[config.mk]
export PLATFORM = sky130hd
export DESIGN_NAME = ex_stage
export DESIGN_NICKNAME = d
export VERILOG_FILES = /design/src/rtl/ex_stage.sv
export SDC_FILE = /design/constraint.sdc
export NUM_CORES = 1
export LEC_CHECK = 0
export ABC_AREA = 1
export BUFFER_PORTS_ARGS = -buffer_cell sky130_fd_sc_hd__buf_4
export CAP_MARGIN = 20
export CORE_MARGIN = 2
export CORE_UTILIZATION = 25
export DETAILED_ROUTE_END_ITERATION = 10
export GPL_TIMING_DRIVEN = 0
export SKIP_LAST_GASP = 1
export SYNTH_ARGS = -nofsm -noshare
export SYNTH_HDL_FRONTEND = slang
export SYNTH_SLANG_ARGS = --single-unit
[constraint.sdc]
create_clock -name clk -period 2.85 [get_ports clk]
set_clock_uncertainty 0.2 [all_clocks]
set_input_delay 0.285 -clock clk [delete_from_list [all_inputs] [get_ports clk]]
set_output_delay 0.285 -clock clk [all_outputs]
set_load 0.03 [all_outputs]
[src/rtl/ex_stage.sv]
// ex_stage: execute stage ALU with registered outputs; the iterative 32-step multiplier
// (alu_op 10) is built only when EX_MUL_EN is defined, otherwise op 10 is reserved.
module ex_stage (
  input  logic        clk,
  input  logic        rst,
  input  logic        flush,
  input  logic        in_valid,
  input  logic [4:0]  in_pc,
  input  logic [31:0] op_a,
  input  logic [31:0] op_b,
  input  logic [31:0] store_data,
  input  logic [3:0]  alu_op,
  input  logic [2:0]  jump_type,
  input  logic        reg_wrenable,
  input  logic        mem_wrenable,
  input  logic        mem_to_reg,
  input  logic [4:0]  write_reg,
  output logic        stall,
  output logic        out_valid,
  output logic [4:0]  out_pc,
  output logic [31:0] out_alu_res,
  output logic [31:0] out_write_data,
  output logic [2:0]  out_jump_type,
  output logic        out_reg_wrenable,
  output logic        out_mem_wrenable,
  output logic        out_mem_to_reg,
  output logic [4:0]  out_write_reg
);
  logic [31:0] alu_res, res;
  logic        accept;
  always_comb begin
    alu_res = '0;
    case (alu_op)
      4'd0: alu_res = op_a + op_b;
      4'd1: alu_res = op_a - op_b;
      4'd2: alu_res = op_a & op_b;
      4'd3: alu_res = op_a | op_b;
      4'd4: alu_res = op_a ^ op_b;
      4'd5: alu_res = op_a << op_b[4:0];
      4'd6: alu_res = op_a >> op_b[4:0];
      4'd7: alu_res = $signed(op_a) >>> op_b[4:0];
      4'd8: alu_res = {31'd0, $signed(op_a) < $signed(op_b)};
      4'd9: alu_res = {31'd0, op_a < op_b};
      default: alu_res = '0;
    endcase
  end
`ifdef EX_MUL_EN
  typedef enum logic {IDLE, BUSY} state_t;
  state_t      state, state_n;
  logic [4:0]  cnt;
  logic [31:0] acc, mc, mp, mul_res;
  logic        busy, last, is_mul;
  assign busy    = state == BUSY;
  assign last    = busy && cnt == 5'd31;
  assign is_mul  = alu_op == 4'd10;
  assign mul_res = acc + (mp[0] ? mc : 32'd0);
  assign stall   = ~rst & ~flush & ((~busy & in_valid & is_mul) | (busy & ~last));
  assign accept  = ~flush & in_valid & (busy ? last : ~is_mul);
  assign res     = busy ? mul_res : alu_res;
  always_comb begin
    state_n = state;
    if (flush) state_n = IDLE;
    else if (!busy && in_valid && is_mul) state_n = BUSY;
    else if (last) state_n = IDLE;
  end
  // Operands reload every idle cycle, so the edge entering BUSY captures the MUL's operands.
  always_ff @(posedge clk) begin
    if (rst) begin
      state <= IDLE;
      cnt   <= '0;
    end else begin
      state <= state_n;
      cnt   <= busy ? cnt + 5'd1 : 5'd0;
    end
    acc <= busy ? mul_res : 32'd0;
    mc  <= busy ? mc << 1 : op_a;
    mp  <= busy ? mp >> 1 : op_b;
  end
`else
  assign stall  = 1'b0;
  assign accept = ~flush & in_valid;
  assign res    = alu_res;
`endif
  always_ff @(posedge clk) begin
    if (rst || !accept) begin
      out_valid        <= 1'b0;
      out_pc           <= '0;
      out_alu_res      <= '0;
      out_write_data   <= '0;
      out_jump_type    <= '0;
      out_reg_wrenable <= 1'b0;
      out_mem_wrenable <= 1'b0;
      out_mem_to_reg   <= 1'b0;
      out_write_reg    <= '0;
    end else begin
      out_valid        <= 1'b1;
      out_pc           <= in_pc;
      out_alu_res      <= res;
      out_write_data   <= store_data;
      out_jump_type    <= jump_type;
      out_reg_wrenable <= reg_wrenable;
      out_mem_wrenable <= mem_wrenable;
      out_mem_to_reg   <= mem_to_reg;
      out_write_reg    <= write_reg;
    end
  end
endmodule

==> qor.csv, run 1 <==
stage,metric,value,unit
status,outcome,finished with violations,
status,violations,hold timing,
global_routing,use_met1,36.1,%
global_routing,gr-total-overflow,0,
cells_and_area,reg_top3,"out_alu_res x32, out_write_data x32",
yosys,synth.avg_cell_area,5.28,um2
worst_setup_path,crit_family,simple AND/OR/NAND/NOR gates,
timing,finalMaxSlewViolations,0,
route,post_drt_wl_per_cell,20.6,um
cts,clockRootBuffer,clkbuf_16,
power,combPwrFrac,48.2,%
cells_and_area,final_layout_size_suffix_gt1_share,13.3,%
worst_setup_path,path_buf_inv,5,
cts,htreeDepth,3,
cts,clkTransAtPathRegs,0.10,ns
timing,period_minus_slack,2.81,ns
cts,cts_tree,built,
cells_and_area,layout.nets,2872,
timing,hold_viol,1,
yosys,synth-edff-count,0,
yosys,async_flop_share,0,%
power,switchingPower,2310,uW
route,dr.pass1.iters,6,
die,core,50000,um2
yosys,syn-instance-count,2393,
hold_path,min_path_type,primary input to flip-flop,
worst_setup_path,worst_path_largest_cell_delay,0.30,ns
timing,worst_pin_slew,0.853,ns
worst_setup_path,crit_path_end_kind,flip-flop,
hold_path,holdPathStages,3,
route,drc,0,
cells_and_area,antenna_cells,0,
yosys,synth_seq_cells,81,
cts,clockBufferDepth,2,
die,die_x,229,um
timing,relSlewSlack,43.2,%
timing,final-setup-viol-count,0,
route,via_count,16900,
power,swShare,45.3,%
worst_setup_path,worst-path-stages,17,
worst_setup_path,critical_path_class,primary input to flip-flop,
die,start_util,25.3,%
worst_setup_path,worstPathMaxFanout,29,
yosys,synth_cell_types,46,
global_routing,grt_use_total,25.4,%
yosys,seq_area_frac_synth,12.8,%
route,drtIter0Drc,2360,
yosys,yosys.cell_count.top_type,nand2_1,
power,internal_power,2780,uW
worst_setup_path,slowest_stage,a21oi_2,
yosys,ys.warnings.count,0,
global_routing,grt_pass1_wl,99000,um
route,totalWireLength,68600,um
yosys,syn-num-nets,2613,
global_routing,top_usage_layer,met2,
cells_and_area,n_fill_cell,5669,
global_routing,grt_pass1_vias,15200,
yosys,synth_flop_cell,dfxtp_1,
route,viasPerCell,5.07,
timing,clock.fmax,356,MHz
worst_setup_path,startpoint_type,primary input,
yosys,yosys.area.top_type_share,23.3,%
cts,cts_made_buffers,9,
power,power_density,320,nW/um2
placed_design,gp_congestion,1.03,
worst_setup_path,arrival,2.89,ns
die,pin_count,202,
worst_setup_path,cp_common_cell,nand2_1,
die,dieArea,52300,um2
power,ir_worst_vdd,0.303,mV
power,seq_power_share,23.0,%
power,power_frac_clock,28.8,%
cells_and_area,fin_util,31.9,%
die,rows,82,
die,die_y,229,um
route,drtAntennaViolNets,0,
global_routing,met3_usage,5.03,%
timing,grt_setup_unrepaired,true,
yosys,yosys.area.top_type,nand2_1,
global_routing,grt_util_met2,37.6,%
power,report.power.total,5090,uW
job,drv_cap,0,
global_routing,antenna_found_initial,0,
placed_design,hpwl,56900,um
cells_and_area,syn_to_final_growth,26.2,%
power,leakagePower,0.00894,uW
worst_setup_path,worstPathRequired,2.92,ns
worst_setup_path,cp_cell_sequence,buf_6 > inv_1 > buf_12 > ha_1 > buf_2 > inv_1 > nand2_1 > nand3_2 > nand2_1 > nand2_1 > nand2_1 > nand2_1 > nand2_2 > nand2_1 > nand2_1 > nand3_1 > a21oi_2,
placed_design,port_buffers,200,
yosys,ys_top_cells_by_area,"nand2_1, nand3_1, dfxtp_1",
timing,fin_crit_sh,98.7,%
global_routing,grt_max_degree,30,
cts,cts_sinks,81,
yosys,synth_commonest_cells,"nand2_1, nand3_1, inv_1, nor2_1, ha_1",
timing,whs,-0.00725,ns
yosys,syn_area,12600,um2
worst paths after layout:
| check | slack (ns) | to | start |
|---|---|---|---|
| setup / recovery | 0.04 | out_alu_res[0]$_SDFF_PN0_ | op_b[3] |
| hold / removal | -0.007 | out_valid$_DFF_P_ | in_valid |
kinds of logic after synthesis:
logic type                 after synthesis  share of synthesized area, %
AOI/OAI and AO/OA                      200                          9.28
xor gates and xnor gates                 1                        0.0694
adders and majority gates              100                          10.0
buffers and inverters                  471                          15.5
DFF                                     81                          12.8
muxes                                    1                        0.0793
other                                    1                        0.0297
and+or+nand+nor                       1538                          52.2
area by class of cell:
type	count	area [um2]	area share, %
inverter	367	1390	8.72
timing repair buffer	253	2030	12.7
clock inverter	7	126	0.793
tap	672	841	5.28
clock buffer	9	225	1.41
buffer	99	577	3.62
sequential	81	1620	10.2
multi-input combinational	1841	9130	57.3
per-layer routing:
layer | vias to the layer above | part of all wire (%)
met5 | - | 0
met4 | 0 | 4.0
met3 | 133 | 12
met2 | 1148 | 40
met1 | 7530 | 44
li1 | 8083 | -
through the flow:
stage          setup TNS (ns)  std cells  setup slack, ns  hold slack [ns]  instance area [um2]
4_1_cts               -0.0423       3326          -0.0423          0.00438                15800
2_1_floorplan               0       2393            0.138            0.197                12600
3_5_place_dp           -22.90       3265            -1.15            0.305                15000
5_1_grt               -0.0741       3329          -0.0495           0.0134                15900
6_report                    0       3329           0.0376         -0.00725                15900
3_3_place_gp           -23.18       3265            -1.17            0.300                15000
cells in the final DEF, fill, tap and decap left out, drive strengths merged, types with 3 or more instances in the layout:
cell type	Yosys	layout
bufinv	0	3
o2111ai	4	4
dlygate4sd3	0	50
buf	93	289
dfxtp	81	81
a221oi	3	3
a21oi	82	82
and2	20	20
nand3	396	396
nand3b	4	4
inv	366	367
nand2	797	797
ha	98	98
nor4	3	3
a31oi	7	7
nor2	267	267
nor3	21	21
o221ai	6	6
o22ai	15	15
o21bai	10	10
nand4	29	29
clkbuf	11	22
o21ai	47	47
o211ai	22	22
power by group through the flow:
stage	combinational (uW)	sequential, uW	clock (uW)
after global placement	2290	1190	0
after CTS	2350	1170	1490
final	2450	1170	1470
after global routing	2640	1170	1550
after detailed placement	2280	1200	0
after floorplan	1350	1250	0
what timing repair did:
| action | in CTS | in global routing |
|---|---|---|
| resized for setup | 16 | 20 |
| endpoints found under the setup margin | 29 | 21 |
| hold endpoints to repair | 49 | 1 |
| setup buffers | 1 | 2 |
| hold buffers | 49 | 1 |
| pin swaps | 1 | 5 |
(Power assumes the default switching activity.)
==> inputs of run 2 (changes only) <==
- ABC_AREA: 1 -> 0
- MAX_ROUTING_LAYER: unset -> met4
- PLACE_DENSITY_LB_ADDON: unset -> 0.12
==> run 2 against run 1 <==
  * Fmax is 8.7% lower
  * Sequential power about the same
  * The flow finishes with violations (setup timing)
  * Die area decreased by 17%
  * Count of clock-buffer cells in the layout did not move
  * Critical path depth is 3 lower
  * First-iteration DRC count decreased by 46%
==> qor.csv, run 2 <==
stage,metric,value,unit,change
worst_setup_path,path_buf_inv,3,,-2
die,die_x,209,um,-8.7%
cells_and_area,reg_top3,"out_alu_res x32, out_write_data x32",,
cts,htreeDepth,3,,unchanged
worst_setup_path,crit_path_end_kind,flip-flop,,
cells_and_area,final_cell_mix,"buf_4, nor2_1, nand2_1, a21oi_1, o21ai_0",,
die,die_y,209,um,-8.7%
route,via_count,12900,,-24%
power,power_density,325,nW/um2,+1.6%
power,switchingPower,2060,uW,-11%
timing,relSlewSlack,35.8,%,-7.3 points
timing,finalMaxSlewViolations,0,,unchanged
yosys,synthXorXnorAreaFrac,1.84,%,+1.8 points
cells_and_area,final_common_cell,buf_4,,
timing,fin_setup_tns,-1.23,ns,-1.23 ns
power,ir_worst_vdd,0.279,mV,-7.9%
worst_setup_path,critical_path_class,primary input to flip-flop,,
cells_and_area,layout.nets,1965,,-32%
hold_path,min_path_type,primary input to flip-flop,,
timing,worst_pin_slew,0.962,ns,+0.110 ns
placed_design,dp.cells,2158,,-34%
cells_and_area,n_fill_cell,4455,,-21%
worst_setup_path,arrival,3.18,ns,+0.29 ns
global_routing,antenna_found_initial,1,,+1
worst_setup_path,cp_cell_sequence,buf_12 > inv_6 > ha_4 > fa_2 > o21ba_4 > o2111ai_4 > a31oi_4 > o31ai_4 > buf_6 > a221oi_4 > a221o_1 > a31o_1 > or3_4 > nand3_2,,
placed_design,port_buffers,198,,-1.0%
cts,cts_tree,built,,
cells_and_area,final_area,15200,um2,-4.9%
yosys,syn-instance-count,1419,,-41%
yosys,synth_compound_area_share,28.9,%,+20 points
timing,whs,0.207,ns,+0.215 ns
route,drtIter0Drc,1286,,-46%
worst_setup_path,startpoint_type,primary input,,
die,dieArea,43600,um2,-17%
placed_design,hpwl,47100,um,-17%
cells_and_area,fin_cells,2290,,-31%
power,power_frac_clock,25.4,%,-3.4 points
cts,cts_sinks,81,,unchanged
placed_design,dpl-instance-area,12900,um2,-14%
timing,grt_setup_unrepaired,true,,
timing,hold_viol,0,,-1
timing,layout_setup_ws,-0.230,ns,-0.268 ns
power,internal_power,2860,uW,+2.8%
yosys,yosys.cell_count.top_type,nor2_1,,
yosys,async_flop_share,0,%,unchanged
yosys,yosys.area.top_type,dfxtp_1,,
yosys,ys_top_cells_by_area,"dfxtp_1, ha_1, mux4_2",,
timing,period_minus_slack,3.08,ns,+0.268 ns
cells_and_area,syn_to_final_growth,44.4,%,
worst_setup_path,worstPathRequired,2.95,ns,+0.03 ns
yosys,synthMuxAreaShare,13.9,%,+14 points
power,swShare,41.8,%,-3.5 points
yosys,seq_area_frac_synth,15.5,%,+2.6 points
cells_and_area,final_layout_size_suffix_gt1_share,29.6,%,+16 points
worst_setup_path,worstPathMaxFanout,6,,-79%
route,totalWireLength,60500,um,-12%
worst_setup_path,worst-path-stages,14,,-3
yosys,yosys.area.top_type_share,15.5,%,-7.9 points
yosys,synth_cell_types,88,,+91%
yosys,synthAdderAreaFrac,12.1,%,+2.0 points
cts,clockBufferDepth,2,,unchanged
status,outcome,finished with violations,,
yosys,syn-num-nets,1639,,-37%
yosys,synth-edff-count,0,,unchanged
worst_setup_path,slowest_stage,a221o_1,,
yosys,ys.warnings.count,0,,unchanged
hold_path,holdPathStages,3,,unchanged
global_routing,grt_use_total,27.7,%,+2.3 points
die,rows,75,,-8.5%
yosys,synth_top_family_by_area,compound AO/OA/AOI/OAI gates,,
power,leakagePower,0.00646,uW,-28%
yosys,synth.avg_cell_area,7.39,um2,+40%
route,drc,0,,unchanged
die,pin_count,202,,unchanged
route,drtAntennaViolNets,0,,unchanged
power,seq_power_share,23.7,%,+0.7 points
route,post_drt_wl_per_cell,26.4,um,+28%
yosys,yosys.area_share.simple,19.6,%,-33 points
route,dr.pass1.iters,5,,-1
global_routing,gr-total-overflow,0,,unchanged
cts,cts_made_buffers,9,,unchanged
global_routing,grt_max_degree,17,,-43%
die,start_util,25.2,%,-0.089 points
worst_setup_path,crit_family,compound AO/OA/AOI/OAI gates,,
die,core,41700,um2,-17%
status,violations,setup timing,,
power,combPwrFrac,50.9,%,+2.7 points
yosys,synth_commonest_cells,"nor2_1, a21oi_1, o21ai_0, nand2_1, inv_1",,
job,drv_cap,0,,unchanged
yosys,synth_seq_cells,81,,unchanged
yosys,synth_flop_cell,dfxtp_1,,
worst_setup_path,worst_path_largest_cell_delay,0.43,ns,+0.13 ns
route,viasPerCell,5.64,,+11%
cts,clockRootBuffer,clkbuf_16,,
placed_design,gp_congestion,0.992,,-3.8%
global_routing,grt_pass1_vias,12500,,-17%
cts,clkTransAtPathRegs,0.07,ns,-0.03 ns
global_routing,grt_pass1_wl,86500,um,-13%
yosys,syn_area,10500,um2,-17%
power,report.power.total,4920,uW,-3.4%
timing,final-setup-viol-count,9,,+9
timing,fin_crit_sh,108,%,+9.4 points
timing,clock.fmax,325,MHz,-8.7%
[run 2: power by group through the flow]
| stage | clock network (uW) | registers, uW | logic, uW |
|---|---|---|---|
| 2_1_floorplan | 0 | 1250 | 1200 |
| 3_3_place_gp | 0 | 1190 | 2070 |
| 3_5_place_dp | 0 | 1190 | 2060 |
| 4_1_cts | 1290 | 1170 | 2340 |
| 5_1_grt | 1330 | 1170 | 2630 |
| 6_report | 1250 | 1170 | 2500 |
[run 2: metrics by stage]
step,setup WS [ns],util (%)
2_1_floorplan,-0.407,-
3_3_place_gp,-1.65,30.9
3_5_place_dp,-1.63,31.0
4_1_cts,-0.285,35.2
5_1_grt,-0.269,36.4
6_report,-0.230,36.4
[run 2: cell families (layout without fill, tap and decap cells)]
family / after synthesis / count (layout)
AOI/OAI and AO/OA: 464 / 464
buffers and inverters: 217 / 548
muxes: 101 / 101
other: 1 / 2
adders and majority gates: 100 / 100
and+or+nand+nor: 433 / 433
xor gates and xnor gates: 22 / 22
DFF: 81 / 81
[run 2: repair_timing]
item | CTS | global route
resized for setup | 152 | 99
endpoints found under the setup margin | 32 | 29
pin swaps | 55 | 46
hold endpoints to repair | 48 | 0
hold buffers | 48 | 0
setup buffers | 51 | 28
[run 2: cell type report]
class	instances	area, um2	share of cell area, %
Antenna cell	1	2.50	0.0165
Buffer	96	592	3.91
Timing Repair Buffer	327	2730	18.0
Inverter	109	462	3.05
Clock buffer	9	225	1.49
Multi-Input combinational cell	1121	8760	57.8
Tap cell	539	674	4.45
Sequential cell	81	1620	10.7
Clock inverter	7	83.8	0.553
[run 2: metal layers]
layer / vias to the layer above / part of all wire [%] / GRT usage, %
met2: 643 / 46 / 44.3
met4: 0 / 3.5 / 8.79
li1: 5813 / - / -
met5: - / 0 / -
met3: 106 / 7.0 / 4.07
met1: 6356 / 44 / 35.9
[run 2: path summary, 6_finish.rpt]
path / start / end / slack (ns)
worst min-delay path: flush / out_valid$_DFF_P_ / 0.21
worst max-delay path: op_a[0] / out_alu_res[30]$_SDFF_PN0_ / -0.23
==> inputs of run 3 (changes only) <==
- CORE_MARGIN: 2 -> unset
- CORE_UTILIZATION: 25 -> 40
- SKIP_CTS_REPAIR_TIMING: unset -> 1
==> run 3 against run 2 <==
  * The flow still finishes with violations (setup timing)
  * Utilization is 20 points higher
  * Via count is 1.4% higher
  * Cell count is 11% lower
  * Power is 3.7% lower
  * Non-clock buffer count down 39
  * Sequential power hardly changed
  * Combinational power is 6% lower
  * Flip-flop and latch count did not move
  * Critical path type unchanged
==> qor.csv, run 3 (same netlist as run 2, synthesis figures left out) <==
stage,metric,value,unit,change
placed_design,dp.cells,1949,,-9.7%
hold_path,holdCritStartpoint,rst,,
placed_design,port_buffers,198,,unchanged
worst_setup_path,crit_start,op_b[2],,
route,viasPerCell,6.42,,+14%
cts,cts_sinks,81,,unchanged
die,core,25500,um2,-39%
cells_and_area,final_layout_size_suffix_gt1_share,26.2,%,-3.4 points
global_routing,gr-total-overflow,0,,unchanged
worst_setup_path,slowest_stage,a221o_2,,
hold_path,min_path_type,primary input to flip-flop,,
worst_setup_path,critical_path_class,primary input to flip-flop,,
power,power_density,332,nW/um2,+2.2%
route,post_drt_wl_per_cell,27.3,um,+3.4%
cts,cts_made_buffers,9,,unchanged
worst_setup_path,worstPathRequired,2.86,ns,-0.09 ns
timing,grt_setup_unrepaired,true,,
global_routing,grt_pass1_vias,11600,,-7.1%
placed_design,gp_congestion,1.05,,+5.4%
timing,fin_crit_sh,116,%,+7.9 points
route,dr.pass1.iters,6,,+1
timing,layout_setup_ws,-0.455,ns,-0.225 ns
worst_setup_path,crit_family,compound AO/OA/AOI/OAI gates,,
worst_setup_path,crit_path_end_kind,flip-flop,,
worst_setup_path,cp_common_cell,clkbuf_16,,
cells_and_area,fin_util,56.0,%,+20 points
power,leakagePower,0.00622,uW,-3.8%
worst_setup_path,worstPathMaxFanout,6,,unchanged
cells_and_area,syn_to_final_growth,36.0,%,
timing,finalMaxSlewViolations,0,,unchanged
timing,final-setup-viol-count,22,,+13
die,start_util,41.2,%,+16 points
status,outcome,finished with violations,,
die,dieArea,26900,um2,-38%
die,pin_count,202,,unchanged
power,ir_worst_vdd,0.349,mV,+25%
cells_and_area,fin_cells,2042,,-11%
route,totalWireLength,55800,um,-7.8%
worst_setup_path,cp_cell_sequence,buf_8 > clkbuf_16 > clkinv_16 > buf_12 > clkbuf_16 > ha_4 > o211ai_1 > a21oi_2 > a221o_2 > a211oi_4 > buf_4 > o31ai_4 > a211oi_2 > or3_1 > nand3_1,,
route,drtAntennaViolNets,0,,unchanged
cells_and_area,layout.nets,1926,,-2.0%
die,die_x,164,um,-22%
timing,period_minus_slack,3.31,ns,+0.225 ns
die,rows,58,,-23%
placed_design,hpwl,43200,um,-8.3%
worst_setup_path,path_buf_inv,6,,+3
cts,clockRootBuffer,clkbuf_16,,
cts,clkTransAtPathRegs,0.07,ns,about the same
timing,worst_pin_slew,1.10,ns,+0.141 ns
worst_setup_path,worst_path_largest_cell_delay,0.45,ns,+0.02 ns
die,die_y,164,um,-22%
route,drtIter0Drc,1566,,+22%
cts,htreeDepth,3,,unchanged
cells_and_area,final_cell_mix,"buf_4, nor2_1, nand2_1, inv_1, a21oi_1",,
cells_and_area,reg_top3,"out_alu_res x32, out_write_data x32",,
cts,clockBufferDepth,2,,unchanged
worst_setup_path,arrival,3.31,ns,+0.13 ns
route,via_count,13100,,+1.4%
global_routing,grt_max_degree,15,,-2
job,drv_cap,0,,unchanged
worst_setup_path,startpoint_type,primary input,,
status,violations,setup timing,,
cells_and_area,n_fill_cell,2437,,-45%
global_routing,grt_use_total,40.5,%,+13 points
global_routing,antenna_found_initial,1,,unchanged
cts,cts_tree,built,,
cells_and_area,final_common_cell,buf_4,,
timing,relSlewSlack,26.5,%,-9.4 points
timing,clock.fmax,303,MHz,-6.8%
route,drc,0,,unchanged
timing,hold_viol,0,,unchanged
global_routing,grt_pass1_wl,76700,um,-11%
[run 3: metrics by stage]
| step | power [uW] | instance area, um2 | hold slack (ns) | TNS (ns) | setup WS, ns |
|---|---|---|---|---|---|
| 5_1_grt | 4900 | 14300 | 0.262 | -6.46 | -0.516 |
| 3_5_place_dp | 3200 | 12600 | 0.290 | -32.11 | -1.47 |
| 4_1_cts | 4420 | 12900 | -0.0709 | -20.86 | -1.11 |
| 3_3_place_gp | 3200 | 12600 | 0.286 | -33.34 | -1.45 |
| 2_1_floorplan | 2450 | 10700 | 0.207 | -3.49 | -0.407 |
| 6_report | 4740 | 14300 | 0.219 | -5.22 | -0.455 |
[run 3: where the power goes]
| part | switching (uW) | leakage, uW | internal, uW | total, uW |
|---|---|---|---|---|
| clock | 506 | 0.000151 | 710 | 1220 |
| sequential | 7.93 | 0.000657 | 1160 | 1170 |
| combinational | 1450 | 0.00541 | 908 | 2350 |
| total | 1960 | 0.00622 | 2780 | 4740 |
[run 3: cell type report]
| cell class | instances | area, um2 | area share, % |
|---|---|---|---|
| Antenna cell | 1 | 2.50 | 0.0175 |
| Buffer | 102 | 661 | 4.63 |
| Clock buffer | 11 | 243 | 1.70 |
| Clock inverter | 5 | 61.3 | 0.430 |
| Inverter | 109 | 454 | 3.18 |
| Multi-Input combinational cell | 1121 | 8530 | 59.8 |
| Sequential cell | 81 | 1620 | 11.4 |
| Tap cell | 330 | 413 | 2.89 |
| Timing Repair Buffer | 282 | 2280 | 16.0 |
[run 3: final timing paths]
kind | endpoint | slack, ns | cells past startpoint
worst min-delay path | out_valid$_DFF_P_ | 0.22 | 3
worst max-delay path | out_alu_res[25]$_SDFF_PN0_ | -0.46 | 15
[run 3: metal layers]
metal  track usage [%]  share of wire [%]  vias to the layer above
li1                  -                  -                     5743
met2              58.8                 44                      848
met1              55.2                 42                     6371
met5                 -                  0                        -
met3              8.28                 11                      141
met4              14.4                3.8                        0
